[src/rtl/sp_ram_arb_init_pkg.sv]
// Shared types and constants for the single-port RAM arbiter with init sweep.
package sp_ram_arb_init_pkg;

  typedef enum logic {INIT, RUN} state_e;

  localparam int unsigned NUM_REQ = 2;
  localparam int unsigned MACRO_W = 16;

endpackage

[src/rtl/sp_ram_arb_init_rr_arb2.sv]
// Two-way round-robin arbiter; the pointer flips only when both requesters contend.
module sp_ram_arb_init_rr_arb2 (
  input  logic       clk,
  input  logic       rst,
  input  logic       en,
  input  logic [1:0] req,
  output logic [1:0] gnt
);

  logic ptr_q;

  always_comb begin
    gnt = 2'b00;
    if (en) begin
      case (req)
        2'b01:   gnt = 2'b01;
        2'b10:   gnt = 2'b10;
        2'b11:   gnt = ptr_q ? 2'b10 : 2'b01;
        default: gnt = 2'b00;
      endcase
    end
  end

  always_ff @(posedge clk) begin
    if (rst) begin
      ptr_q <= 1'b0;
    end else if (en && (req == 2'b11)) begin
      ptr_q <= ~ptr_q;
    end
  end

endmodule

[src/rtl/sp_ram_arb_init.sv]
// Shares one single-port SRAM between two requesters and clears every entry after
// reset or on flush.
module sp_ram_arb_init
  import sp_ram_arb_init_pkg::*;
#(
  parameter int unsigned       DATA_W     = 64,
  parameter int unsigned       ADDR_W     = 8,
  parameter logic [DATA_W-1:0] INIT_VALUE = '0
) (
  input  logic                      Clk_CI,
  input  logic                      Rst_RI,
  input  logic                      Flush_SI,
  output logic                      Busy_SO,
  input  logic [NUM_REQ-1:0]        Req_SI,
  output logic [NUM_REQ-1:0]        Gnt_SO,
  input  logic [NUM_REQ-1:0]        WrEn_SI,
  input  logic [NUM_REQ*ADDR_W-1:0] Addr_DI,
  input  logic [NUM_REQ*DATA_W-1:0] WrData_DI,
  input  logic [NUM_REQ*DATA_W/8-1:0] BEn_SI,
  output logic [NUM_REQ-1:0]        RValid_SO,
  output logic [DATA_W-1:0]         RData_DO,
  output logic                      CSel_SO,
  output logic                      WrEn_SO,
  output logic [DATA_W/8-1:0]       BEn_SO,
  output logic [ADDR_W-1:0]         Addr_DO,
  output logic [DATA_W-1:0]         WrData_DO,
  input  logic [DATA_W-1:0]         RdData_DI
);

  localparam int unsigned BeW = DATA_W / 8;

  if ((DATA_W % MACRO_W) != 0) begin : gen_bad_width
    $error("DATA_W must be a multiple of the macro slice width");
  end

  state_e               state_q;
  logic [ADDR_W-1:0]    cnt_q;
  logic                 busy_q;
  logic [NUM_REQ-1:0]   rvalid_q;
  logic [NUM_REQ-1:0]   gnt;
  logic                 arb_en;

  // A flush in RUN blocks that cycle's grants so nothing races the sweep.
  assign arb_en = (state_q == RUN) && !Flush_SI;

  sp_ram_arb_init_rr_arb2 u_arb (
    .clk (Clk_CI),
    .rst (Rst_RI),
    .en  (arb_en),
    .req (Req_SI),
    .gnt (gnt)
  );

  assign Gnt_SO    = gnt;
  assign Busy_SO   = busy_q;
  assign RValid_SO = rvalid_q;
  assign RData_DO  = RdData_DI;

  always_ff @(posedge Clk_CI) begin
    if (Rst_RI) begin
      state_q  <= INIT;
      cnt_q    <= '0;
      busy_q   <= 1'b1;
      rvalid_q <= '0;
    end else begin
      rvalid_q <= gnt & Req_SI & ~WrEn_SI;
      case (state_q)
        INIT: begin
          cnt_q <= cnt_q + 1'b1;
          if (cnt_q == {ADDR_W{1'b1}}) begin
            state_q <= RUN;
            busy_q  <= 1'b0;
          end
        end
        RUN: begin
          if (Flush_SI) begin
            state_q <= INIT;
            cnt_q   <= '0;
            busy_q  <= 1'b1;
          end
        end
        default: begin
          state_q <= INIT;
          cnt_q   <= '0;
          busy_q  <= 1'b1;
        end
      endcase
    end
  end

  always_comb begin
    CSel_SO   = 1'b0;
    WrEn_SO   = 1'b0;
    BEn_SO    = '0;
    Addr_DO   = cnt_q;
    WrData_DO = INIT_VALUE;
    if (state_q == INIT) begin
      CSel_SO = 1'b1;
      WrEn_SO = 1'b1;
      BEn_SO  = '1;
    end else begin
      for (int i = 0; i < NUM_REQ; i++) begin
        if (gnt[i]) begin
          CSel_SO   = 1'b1;
          WrEn_SO   = WrEn_SI[i];
          BEn_SO    = BEn_SI[i*BeW +: BeW];
          Addr_DO   = Addr_DI[i*ADDR_W +: ADDR_W];
          WrData_DO = WrData_DI[i*DATA_W +: DATA_W];
        end
      end
    end
  end

endmodule
[config.mk]
export PLATFORM = sky130hd
export DESIGN_NAME = sp_ram_arb_init
export DESIGN_NICKNAME = d
export VERILOG_FILES = /design/src/rtl/sp_ram_arb_init_pkg.sv /design/src/rtl/sp_ram_arb_init_rr_arb2.sv /design/src/rtl/sp_ram_arb_init.sv
export SDC_FILE = /design/constraint.sdc
export NUM_CORES = 1
export LEC_CHECK = 0
export BUFFER_PORTS_ARGS = -buffer_cell sky130_fd_sc_hd__buf_2
export CORE_AREA = 2 2 147 149
export DETAILED_ROUTE_END_ITERATION = 6
export DIE_AREA = 0 0 149 151
export PLACE_DENSITY = 0.43
export RECOVER_POWER = 50
export SLEW_MARGIN = 30
export SYNTH_ARGS = -nofsm -noshare
export SYNTH_HDL_FRONTEND = slang
export SYNTH_SLANG_ARGS = --single-unit
[constraint.sdc]
create_clock -name Clk_CI -period 2.35 [get_ports Clk_CI]
set_clock_uncertainty 0.15 [all_clocks]
set_input_delay 0.47 -clock Clk_CI [delete_from_list [all_inputs] [get_ports Clk_CI]]
set_output_delay 0.47 -clock Clk_CI [all_outputs]
set_load 0.005 [all_outputs]
### After elaboration in Yosys (flattened, before gate mapping)

Cells that the tools add are included.

* add/subtract/negate cells: 1
* equality and inequality tests: 6
* muxes and demuxes: 26
* bitwise logic cells: 5
* reductions and logical operators: 4

Operators with widths (number)
* 64-bit 2-to-1 mux: 3
* 8-bit 2-to-1 mux: 7
* 8-bit one-hot mux with 2 select lines: 1
* 1-bit 2-to-1 mux: 10
* 8-bit by 1-bit adder with 8-bit output, second input constant: 1
* 8-bit == test, second input constant: 1
* 2-bit one-hot mux with 3 select lines: 1
* 2-bit bitwise AND: 2
* 2-bit == test, second input constant: 2
* 2-bit 2-to-1 mux: 2
* 2-bit inequality test, second input constant: 2
* 1-bit one-hot mux with 2 select lines: 2
* 2-bit by 1-bit == test with 1-bit output, second input constant: 1
* 1-bit logical AND: 2
* 1-bit NOT: 2
* 2-bit NOT: 1
* 2-bit AND reduction: 1
* 1-bit logical NOT: 1

* flip-flop bits (word level): 13
* input bits: 231
* output and inout port bits: 151
* word-level logic and storage cells: 47

### Depth between registers and ports, before layout

Gate-level depths: netlist (run 1).

* depth after elaboration: 6
* mapped depth: 7
* depth with buffers taken out: 4

### Hierarchy

Synthesis (run 1) repeated with hierarchy kept, for this count alone.

* cells, all modules: 335
* area total of the unflattened synthesis: 2408.6 um2

By module, submodules not included
* sp_ram_arb_init: instances 1, cells an instance 325, area each 2336.0 um2, sequential area each 240.2 um2
* sp_ram_arb_init_rr_arb2: instances 1, cells an instance 10, area each 72.6 um2, sequential area each 20.0 um2

### Least setup slack after synthesis (run 1)

No wires, ideal clock.

* path kind: input port to output port
* start: in Flush_SI
* end: out WrData_DO[13]
* data arrival time: 1293 ps
* required time: 1730 ps
* slack: 437 ps
* stages: 6
* buffers on the path: 3
* path through: and3b_1 buf_6 buf_8 buf_8 nand3_2 a21oi_2

* cells in the longest elaborated chain, start to end: 6

RTL lines
* start: declaration: RTL line sp_ram_arb_init.sv:12 `input logic Flush_SI,`
* 1-bit logical NOT *: RTL line sp_ram_arb_init.sv:44 `assign arb_en = (state_q == RUN) && !Flush_SI;`
* 1-bit logical AND *: RTL line sp_ram_arb_init.sv:44
* 2-bit 2-to-1 mux *: RTL line sp_ram_arb_init_rr_arb2.sv:14 `if (en) begin`
* 64-bit 2-to-1 mux: RTL line sp_ram_arb_init.sv:103 `if (gnt[i]) begin`
* 64-bit 2-to-1 mux *: RTL line sp_ram_arb_init.sv:103
* 64-bit 2-to-1 mux *: RTL line sp_ram_arb_init.sv:97 `if (state_q == INIT) begin`
* end: declaration: RTL line sp_ram_arb_init.sv:26 `output logic [DATA_W-1:0] WrData_DO,`

Every way passes the cells marked *; elsewhere a longest branch is shown, timed or not.

### Final worst setup path (run 1)

* start: in Flush_SI
* end: out WrData_DO[35]

The elaborated chain is that of the path after synthesis.

==> results.md, run 1 <==
* Outcome: finished clean
* Clk sinks at 13
* Core area at 20800 µm²
* WHS at 0.256 ns
* Detail Placement HPWL at 11600 µm
* VDD IR-drop max at 0.294 mV
* Final Cycle Share at 97.3%
* Largest cells by area after synthesis: buf_4, o21ai_0, a21oi_1, nand3_1, dfxtp_1
* EDFF count, synth at 0
* Diodes inserted at 0
* Cell count after synthesis at 403
* CTS Buf Count at 3
* Critical Path RT at between 1.5 and 2 ns
* Share of cells above drive strength 1 at between 50% and 60%
* CTS tree: built
* Mapped Nets at 635
* LEAKAGE at 1.96 nW
* Synthesis-stage register bit count at 13
* Tot GR Track Use at a little under an eighth
* First-pass GRT wire length at 19700 µm
* Drt total wl at 14800 µm
* GPL Wtd Cong at 0.794
* Main combinational cell family by area after synthesis: compound AO/OA/AOI/OAI gates
* Crit-path max FO at 25
* Complex-gate fraction of the synthesized area at 35.8%
* Worst-margin pin slew at 0.400 ns
* Root Driver: clkbuf_16
* Post-synth top area cell: buf_4
* Cell variety after synth at 42
* Initial antenna violation count at 0
* CP endpoint kind: output pin
* Drt first pass iters at 4
* Yosys synthesis warning count at 0
* FP Rows at 53
* Clock transition at path regs at 0.04 ns
* Mux cell area share after synthesis at 0%
* Arrival @ worst endpoint at around 1.7 ns
* Tmin final at 2.29 ns
* Simple-Gate Fraction of Synth Area at 24.9%
* Vias in the first global route at 3392
* Worst hold path depth at 2
* Hold Vio Cnt, Final at 0
* Share of synthesized flip-flops with an asynchronous set or reset at 0%
* Worst slack, placed at -0.0103 ns
* Main synth FF type: dfxtp_1
* Avg Vias per Cell at 4.29
* Setup TNS at 0 ns
* Initial DRC count at 165
* I/O pins at 382
* Gr ovfl total at 0
* IO Port Bufs at between 200 and 300
* Worst Setup Path Type: input port to output pin
* H-tree depth at 1
* Setup-failing EPs final at 0
* Synthesized cell area at 2730 µm²
* Via Count at 3729
* Post-route ant nets at 0
* Die H at 151 µm
* Most frequent cells in the layout: buf_2, o21ai_0, a21oi_1
* Leading cell type in the layout, fill and taps excluded: buf_2
* Register area share after synthesis at roughly a tenth
* Final net count at 828
* Highest Clock Rate at 437 MHz
* Final slew viol count at 0
* Routed wire per std cell at 17.0 µm
* Worst slew margin at 73.2%
* Clock Latency Late Sink at 0.24 ns
* Effective utilization at floorplan at 13.1%
* Max Cap Viol at 0
* Post-Synth Adder-Cell Area at 0.459%
* Critical Path Start Type: input port
* Worst hold path class: input port to flip-flop
* Setup repair after global routing missed its margin: yes
* Final WS setup at 0.0632 ns
* Reg2Reg Depth at 4
* Syn_area_per_cell at 6.76 µm²
* Post-synth top area share at 18.7%
* Worst-case clock buffer depth at 2
* DIE AREA at 22500 µm²
* Pwr dens at 199 nW/µm²
* Xor/xnor share of the synthesized area at less than 1%
* Chip width at approximately 150 µm
* Area delta synth->final at 56.5%
* Detailed-route DRC error count at 0
* Largest net degree at the start of global routing at 43
## cells by family (layout without fill, tap and decap cells)
family / count (synthesis) / in the layout
xor+xnor: 1 / 1
compound gates: 163 / 163
fa+ha+maj: 1 / 1
flops: 13 / 13
buf+inv: 115 / 307
simple gates: 110 / 110
## area by class of cell
class	instances	area, µm²
Fill cell	2389	16600
Timing Repair Buffer	296	1830
Tap cell	275	344
Clock buffer	4	78.8
Multi-Input combinational cell	275	1720
Inverter	7	31.3
Sequential cell	13	262
## flip-flops by register name, indices dropped and copies added, names as in the netlist
signal and cells:
cnt_q 8, Busy_SO 1, state_q 1, u_arb.ptr_q 1
RValid_SO 2
## where the power goes
group / leakage (nW) / switching (mW) / internal [mW]
clock network: 0.0382 / 0.0882 / 0.228
logic: 1.81 / 0.132 / 0.165
registers: 0.106 / 0.00799 / 0.226
## final timing paths
path                                  from            end  slack (ns)
worst min-delay path            WrEn_SI[0]   RValid_SO[0]        0.26
worst min register to register     Busy_SO        Busy_SO        0.34
worst max register to register    cnt_q[0]        Busy_SO        0.69
worst max-delay path              Flush_SI  WrData_DO[35]        0.06
## synthesized netlist by cell type, types with 2 or more instances
cell type and instances:
nand3_2 10, nand3_1 54, buf_6 7, buf_2 17, nor3_1 4, o21ai_0 65, a221oi_1 2, a221o_1 17
nand4_1 3, and3b_1 2, and3_1 8, nand4b_1 2, inv_1 6, nor3b_1 7, and3_4 2, a21oi_1 59
nand2_1 5, a31oi_1 2, dfxtp_1 13, a21oi_2 10, buf_8 2, nand2b_1 2, nor2_1 6, clkbuf_1 13
buf_4 68
## layer usage
metal,GRT usage (%),up-vias,wire length [µm]
li1,-,1799,-
met2,18.5,191,6720
met1,14.2,1691,6090
met4,4.29,0,561
met3,3.10,48,1400
met5,0,-,0
## stage by stage
| stage | instances | power, mW | util (%) | area [µm²] |
|---|---|---|---|---|
| 4_1_cts | 865 | 0.852 | 20.0 | 4170 |
| 6_report | 870 | 0.847 | 20.5 | 4260 |
| 3_3_place_gp | 861 | 0.529 | 19.6 | 4080 |
| 3_5_place_dp | 861 | 0.527 | 19.6 | 4080 |
| 5_1_grt | 870 | 0.893 | 20.5 | 4260 |
| 2_1_floorplan | 403 | 0.405 | - | 2730 |
## critical path: stages
cell	delay, ns
buf_2	0.11
buf_4	0.16
nor2b_4	0.13
o21ai_4	0.14
buf_12	0.20
buf_12	0.16
a21oi_1	0.14
buf_2	0.14
## timing repair
item | CTS | global route
pin swaps | 0 | 1
resized for setup | 1 | 11
gates cloned | 0 | 1
buffers inserted | 0 | 4
hold buffers | 0 | 0
endpoints found under the setup margin | 1 | 24
(Power assumes the default switching activity.)
==> inputs of run 2 (changes only) <==
--- a/config.mk
+++ b/config.mk
@@ -6,10 +6,11 @@
 export NUM_CORES = 1
 export LEC_CHECK = 0
 export BUFFER_PORTS_ARGS = -buffer_cell sky130_fd_sc_hd__buf_2
+export CAP_MARGIN = 20
 export CORE_AREA = 2 2 147 149
 export DETAILED_ROUTE_END_ITERATION = 6
 export DIE_AREA = 0 0 149 151
-export PLACE_DENSITY = 0.43
+export PLACE_DENSITY_LB_ADDON = 0.1
 export RECOVER_POWER = 50
 export SLEW_MARGIN = 30
 export SYNTH_ARGS = -nofsm -noshare
==> results.md, run 2 (synthesis results as in run 1) <==
* Max Cap Viol at 0 (unchanged)
* Pwr dens at 198 nW/µm² (-0.40%)
* Final net count at 820 (-0.97%)
* Most frequent cells in the layout: buf_2, o21ai_0, a21oi_1
* Crit-path slowest cell: dfxtp_4
* GPL Wtd Cong at 0.716 (-9.7%)
* CP top delay family: buffers and inverters
* Outcome: finished clean
* Critical Path Start Type: flip-flop
* CTS Buf Count at 3 (unchanged)
* Crit path cell chain: and3b_4 -> buf_12 -> clkbuf_16 -> and3_4 -> a221o_1 -> buf_2
* Critical Path RT at 1.73 ns (about the same)
* # hold bufs at CTS at 0 (unchanged)
* Initial antenna violation count at 0 (unchanged)
* Biggest register: cnt_q
* Reg2Reg Depth at 4 (unchanged)
* Vias in the first global route at 3585 (+5.7%)
* Die H at 151 µm (unchanged)
* Effective utilization at floorplan at 13.1% (unchanged)
* Post-Layout Cell Count at 862 (-0.92%)
* Chip width at 149 µm (unchanged)
* Worst hold path depth at 2 (unchanged)
* VDD IR-drop max at 0.188 mV (-36%)
* I/O pins at 382 (unchanged)
* Area occupied by multi-input gates at 1720 µm² (-0.15%)
* Final WS setup at 0.0340 ns (-0.0292 ns)
* WP depth at 6 (-2)
* Reg area at 264 µm² (+0.96%)
* WP buf/inv at 3 (-2)
* Crit-path max FO at 8 (-68%)
* Worst hold path class: input port to flip-flop
* Combinational power share at 32.5% (-2.6 points)
* Setup-failing EPs final at 0 (unchanged)
* Net Switching at 225 µW (-0.97%)
* Hold Vio Cnt, Final at 0 (unchanged)
* Clock network fraction of total power at 39.2% (+1.8 points)
* Int Pwr at 598 µW (-3.5%)
* Worst-margin pin slew at 0.400 ns (-0.000161 ns)
* Final slew viol count at 0 (unchanged)
* Worst Setup Path Type: flip-flop to output pin
* First-pass GRT wire length at 21000 µm (+7.1%)
* Detailed-route DRC error count at 0 (unchanged)
* Clock transition at path regs at 0.04 ns (about the same)
* H-tree depth at 1 (unchanged)
* Arrival @ worst endpoint at 1.70 ns (+0.03 ns)
* Post-route ant nets at 0 (unchanged)
* Clock Latency Late Sink at 0.24 ns (about the same)
* Clk sinks at 13 (unchanged)
* Setup repair after global routing missed its margin: yes
* Leading cell type in the layout, fill and taps excluded: buf_2
* Drt total wl at 15800 µm (+6.8%)
* Final Cycle Share at 98.6% (+1.2 points)
* Worst slack, placed at -0.0554 ns (-0.0451 ns)
* DP Area at 3860 µm² (-5.5%)
* Via Count at 3731 (+0.054%)
* Gr ovfl total at 0 (unchanged)
* Fill cells at 2446 (+2.4%)
* Worst-case clock buffer depth at 2 (unchanged)
* CP max stage delay at 0.36 ns (+0.16 ns)
* Post-route cell area at 4160 µm² (-2.4%)
* FP Rows at 53 (unchanged)
* Max reg flops at 8 (unchanged)
* Avg Vias per Cell at 4.33 (+0.98%)
* Worst slew margin at 73.2% (about the same)
* Routed wire per std cell at 18.3 µm (+7.8%)
* Largest net degree at the start of global routing at 66 (+53%)
* CP endpoint kind: output pin
* Inst Count DP at 845 (-1.9%)
* Tmin final at 2.32 ns (+0.0292 ns)
* Share of cells above drive strength 1 at 55.5% (-0.77 points)
* DIE AREA at 22500 µm² (unchanged)
* Diodes inserted at 0 (unchanged)
* Root Driver: clkbuf_16
* LEAKAGE at 1.89 nW (-3.3%)
* Initial DRC count at 162 (-1.8%)
* WHS at 0.266 ns (+0.0108 ns)
* Detail Placement HPWL at 11900 µm (+2.4%)
* Drt first pass iters at 4 (unchanged)
* Sequential Power Share at 28.3% (+0.7 points)
* IO Port Bufs at 253 (unchanged)
* Area delta synth->final at 52.7%
* Highest Clock Rate at 432 MHz (-1.3%)
* Core area at 20800 µm² (unchanged)
* Switching Share at 27.4% (+0.51 points)
* Tot GR Track Use at 12.0% (+0.66 points)
* CTS tree: built
==> run 2: area by class of cell <==
type / count / share of cell area [%]
repair buffers: 288 / 41.4
multi-input cells: 275 / 41.4
flip-flops and latches: 13 / 6.35
well taps: 275 / 8.27
inverters: 7 / 0.752
clock buffers: 4 / 1.89
==> run 2: layer usage <==
| metal | track usage [%] | share of wire, % | vias up |
|---|---|---|---|
| li1 | - | - | 1781 |
| met1 | 14.0 | 41 | 1778 |
| met2 | 21.8 | 50 | 142 |
| met3 | 2.74 | 6.7 | 30 |
| met4 | 3.57 | 2.6 | 0 |
| met5 | 0 | 0 | - |
==> run 2: worst reg2reg max path: cells and delay by family, from the launching register on <==
| family | cells | cell delay, ns |
|---|---|---|
| and+or+nand+nor | 2 | 0.39 |
| adders and majority gates | 1 | 0.33 |
| AOI/OAI and AO/OA | 1 | 0.32 |
| DFF | 1 | 0.44 |
==> run 2: what timing repair did <==
| item | 4_1_cts | 5_1_grt |
|---|---|---|
| setup buffers | 1 | 7 |
| setup endpoints to repair | 47 | 4 |
| gates cloned | 0 | 5 |
| pin swaps | 0 | 3 |
| resized for setup | 2 | 14 |
==> run 2: path summary, 6_finish.rpt <==
| path | from | end | slack, ns |
|---|---|---|---|
| setup / recovery | state_q | Addr_DO[6] | 0.03 |
| hold / removal | WrEn_SI[0] | RValid_SO[0] | 0.27 |
| setup reg to reg | cnt_q[1] | Busy_SO | 0.60 |
| hold reg to reg | Busy_SO | Busy_SO | 0.39 |
==> run 2: through the flow <==
step | util (%) | total power, mW | TNS [ns]
after floorplan | - | 0.405 | 0
after global placement | 18.5 | 0.506 | -0.339
after detailed placement | 18.5 | 0.505 | -0.489
after CTS | 19.0 | 0.837 | 0
after global routing | 20.0 | 0.872 | -0.00208
final | 20.0 | 0.823 | 0
==> run 2: power groups by stage <==
| stage | combinational, mW | clock, mW | sequential [mW] |
|---|---|---|---|
| after global placement | 0.267 | 0 | 0.238 |
| final | 0.268 | 0.323 | 0.233 |
| after floorplan | 0.172 | 0 | 0.233 |
| after global routing | 0.297 | 0.341 | 0.234 |
| after detailed placement | 0.266 | 0 | 0.238 |
| after CTS | 0.267 | 0.336 | 0.234 |
==> inputs of run 3 (changes only) <==
--- a/config.mk
+++ b/config.mk
@@ -5,11 +5,12 @@
 export SDC_FILE = /design/constraint.sdc
 export NUM_CORES = 1
 export LEC_CHECK = 0
+export ABC_AREA = 1
 export BUFFER_PORTS_ARGS = -buffer_cell sky130_fd_sc_hd__buf_2
 export CAP_MARGIN = 20
-export CORE_AREA = 2 2 147 149
+export CORE_AREA = 2 2 149 151
 export DETAILED_ROUTE_END_ITERATION = 6
-export DIE_AREA = 0 0 149 151
+export DIE_AREA = 0 0 151 153
 export PLACE_DENSITY_LB_ADDON = 0.1
 export RECOVER_POWER = 50
 export SLEW_MARGIN = 30
==> results.md, run 3 <==
* Critical Path Source: state_q
* Synthesized cell area at 2190 µm² (-20%)
* Detailed-route DRC error count at 0 (unchanged)
* Crit path cell chain: inv_2 -> nor2_4 -> nand2_2 -> a21oi_4 -> buf_12 -> clkbuf_16 -> nand2_1 -> nand2_1 -> buf_2
* Register area share after synthesis at 11.9% (+2.3 points)
* Clk sinks at 13 (unchanged)
* Post-synth top area share at 48.0% (+29 points)
* Share of synthesized flip-flops with an asynchronous set or reset at 0% (unchanged)
* Initial DRC count at 158 (-2.5%)
* Synthesis-stage register bit count at 13 (unchanged)
* DIE AREA at 23100 µm² (+2.7%)
* Worst-margin pin slew at 0.459 ns (+0.0591 ns)
* Yosys synthesis warning count at 0 (unchanged)
* Drt total wl at 13600 µm (-14%)
* Syn_area_per_cell at 5.00 µm² (-26%)
* Routed wire per std cell at 15.0 µm (-18%)
* Post-route ant nets at 0 (unchanged)
* Most frequent cells in the layout: nand2_1, buf_2, nand3_1
* Max reg flops at 8 (unchanged)
* Critical Path RT at 1.73 ns (about the same)
* WP depth at 9 (+3)
* Gr ovfl total at 0 (unchanged)
* Setup TNS at 0 ns (unchanged)
* Biggest register: cnt_q
* Worst-case clock buffer depth at 2 (unchanged)
* Setup-failing EPs final at 0 (unchanged)
* Commonest cells post-synth: nand2_1, buf_4, nand3_1, dfxtp_1
* Reg area at 264 µm² (unchanged)
* Diodes inserted at 0 (unchanged)
* Critical Path Start Type: flip-flop
* Largest cells by area after synthesis: nand2_1, buf_4, dfxtp_1, nand3_1, buf_2
* Cell variety after synth at 20 (-52%)
* CP max stage delay at 0.35 ns (about the same)
* Max Cap Viol at 0 (unchanged)
* Root Driver: clkbuf_16
* First-pass GRT wire length at 18100 µm (-14%)
* LEAKAGE at 2.18 nW (+15%)
* Main synth FF type: dfxtp_1
* CP dominant cell by count: nand2_1
* Share of cells above drive strength 1 at 45.0% (-11 points)
* Worst slew margin at 69.2% (-4.0 points)
* Final Cycle Share at 96.3% (-2.3 points)
* Area occupied by multi-input gates at 1340 µm² (-22%)
* Worst hold path class: input port to flip-flop
* Hold_sp: WrEn_SI[1]
* FP Rows at 54 (+1.9%)
* GPL Wtd Cong at 0.819 (+14%)
* Vias in the first global route at 3063 (-15%)
* R2r setup slk at 0.94 ns (+0.34 ns)
* Drt first pass iters at 4 (unchanged)
* Worst Setup Path Type: flip-flop to output pin
* Worst slack, placed at 0.0520 ns (+0.107 ns)
* Reg2Reg Depth at 6 (+2)
* H-tree depth at 1 (unchanged)
* Clock Latency Late Sink at 0.24 ns (about the same)
* Avg Vias per Cell at 3.56 (-18%)
* Cell count after synthesis at 438 (+8.7%)
* Initial antenna violation count at 0 (unchanged)
* WP buf/inv at 4 (+1)
* I/O pins at 382 (unchanged)
* CTS Buf Count at 3 (unchanged)
* Tot GR Track Use at 10.1% (-1.9 points)
* VDD IR-drop max at 0.260 mV (+38%)
* Detail Placement HPWL at 10800 µm (-9.5%)
* Outcome: finished clean
* Reg2reg start: cnt_q[1]
* Highest Clock Rate at 442 MHz (+2.4%)
* Crit-path max FO at 11 (+3)
* Post-synth top area cell: nand2_1
* CTS tree: built
* Arrival @ worst endpoint at 1.64 ns (-0.06 ns)
* Count leader, synth: nand2_1
* Chip width at 151 µm (+1.3%)
* Leading cell type in the layout, fill and taps excluded: nand2_1
* Tmin final at 2.26 ns (-0.0535 ns)
* Core area at 21500 µm² (+3.2%)
* EDFF count, synth at 0 (unchanged)
* Area delta synth->final at 67.0%
* Final net count at 862 (+5.1%)
* Via Count at 3238 (-13%)
* IO Port Bufs at 253 (unchanged)
* Clock transition at path regs at 0.05 ns (about the same)
* Hold Vio Cnt, Final at 0 (unchanged)
* Final WS setup at 0.0875 ns (+0.0535 ns)
* CP endpoint kind: output pin
* Worst hold path depth at 2 (unchanged)
* Crit-path slowest cell: dfxtp_4
* Largest net degree at the start of global routing at 45 (-32%)
* Final slew viol count at 0 (unchanged)
* Die H at 153 µm (+1.3%)
* Effective utilization at floorplan at 10.2% (-2.9 points)
* Mapped Nets at 670 (+5.5%)
* CP top delay family: buffers and inverters
* Fill cells at 2580 (+5.5%)
* Finished Core Util at 17.0% (-3.0 points)
* Pwr dens at 198 nW/µm² (+0.28%)
-- run 3: final cells by class --
class                      instances  share of cell area (%)
clock buffer                       4                    2.16
tap                              280                    9.58
sequential                        13                    7.22
multi-input combinational        328                    36.6
timing repair buffer             272                    43.2
inverter                          12                    1.23
-- run 3: worst paths after layout --
| check | end |
|---|---|
| max | WrData_DO[4] |
| min reg2reg | Busy_SO |
| min | RValid_SO[1] |
| max reg2reg | cnt_q[6] |
-- run 3: metrics by stage --
stage          area [µm²]  total power, mW  instances  hold WS (ns)
5_1_grt              3660            0.768        909         0.270
3_3_place_gp         3360            0.409        895         0.303
6_report             3660            0.726        909         0.262
4_1_cts              3530            0.738        902         0.259
3_5_place_dp         3360            0.406        895         0.307
2_1_floorplan        2190            0.345        438         0.293
-- run 3: logic make-up (layout without fill, tap and decap cells) --
logic type / count (synthesis) / in the layout / share of synthesized area (%)
buffers and inverters: 97 / 288 / 28.2
AOI/OAI and AO/OA: 12 / 12 / 3.03
DFF: 13 / 13 / 11.9
adders and majority gates: 1 / 1 / 0.571
and+or+nand+nor: 315 / 315 / 56.3
-- run 3: routing by layer --
layer / share of wire (%) / vias up / GRT usage, %
li1: - / 1652 / -
met1: 39 / 1402 / 12.0
met2: 49 / 154 / 18.6
met3: 9.3 / 30 / 2.09
met4: 2.0 / 0 / 2.18
met5: 0 / - / 0
-- run 3: what timing repair did --
action                     CTS  global route
hold buffers                 0             0
resized for setup            3             8
setup buffers                1             4
gates cloned                 2             3
pin swaps                    0             2
setup endpoints to repair   75            81
-- run 3: power breakdown --
part / internal [mW] / leakage, nW / switching (mW)
combinational: 0.107 / 2.04 / 0.0651
clock: 0.229 / 0.0382 / 0.0946
sequential: 0.224 / 0.106 / 0.00531
total: 0.561 / 2.18 / 0.165
-- run 3: worst register-to-register path, cell delays in order (launching register included) --
cell     delay, ns
dfxtp_1       0.40
ha_1          0.20
nand2_1       0.09
nor2_1        0.23
nand3_1       0.12
nand2_1       0.07
a21oi_1       0.04
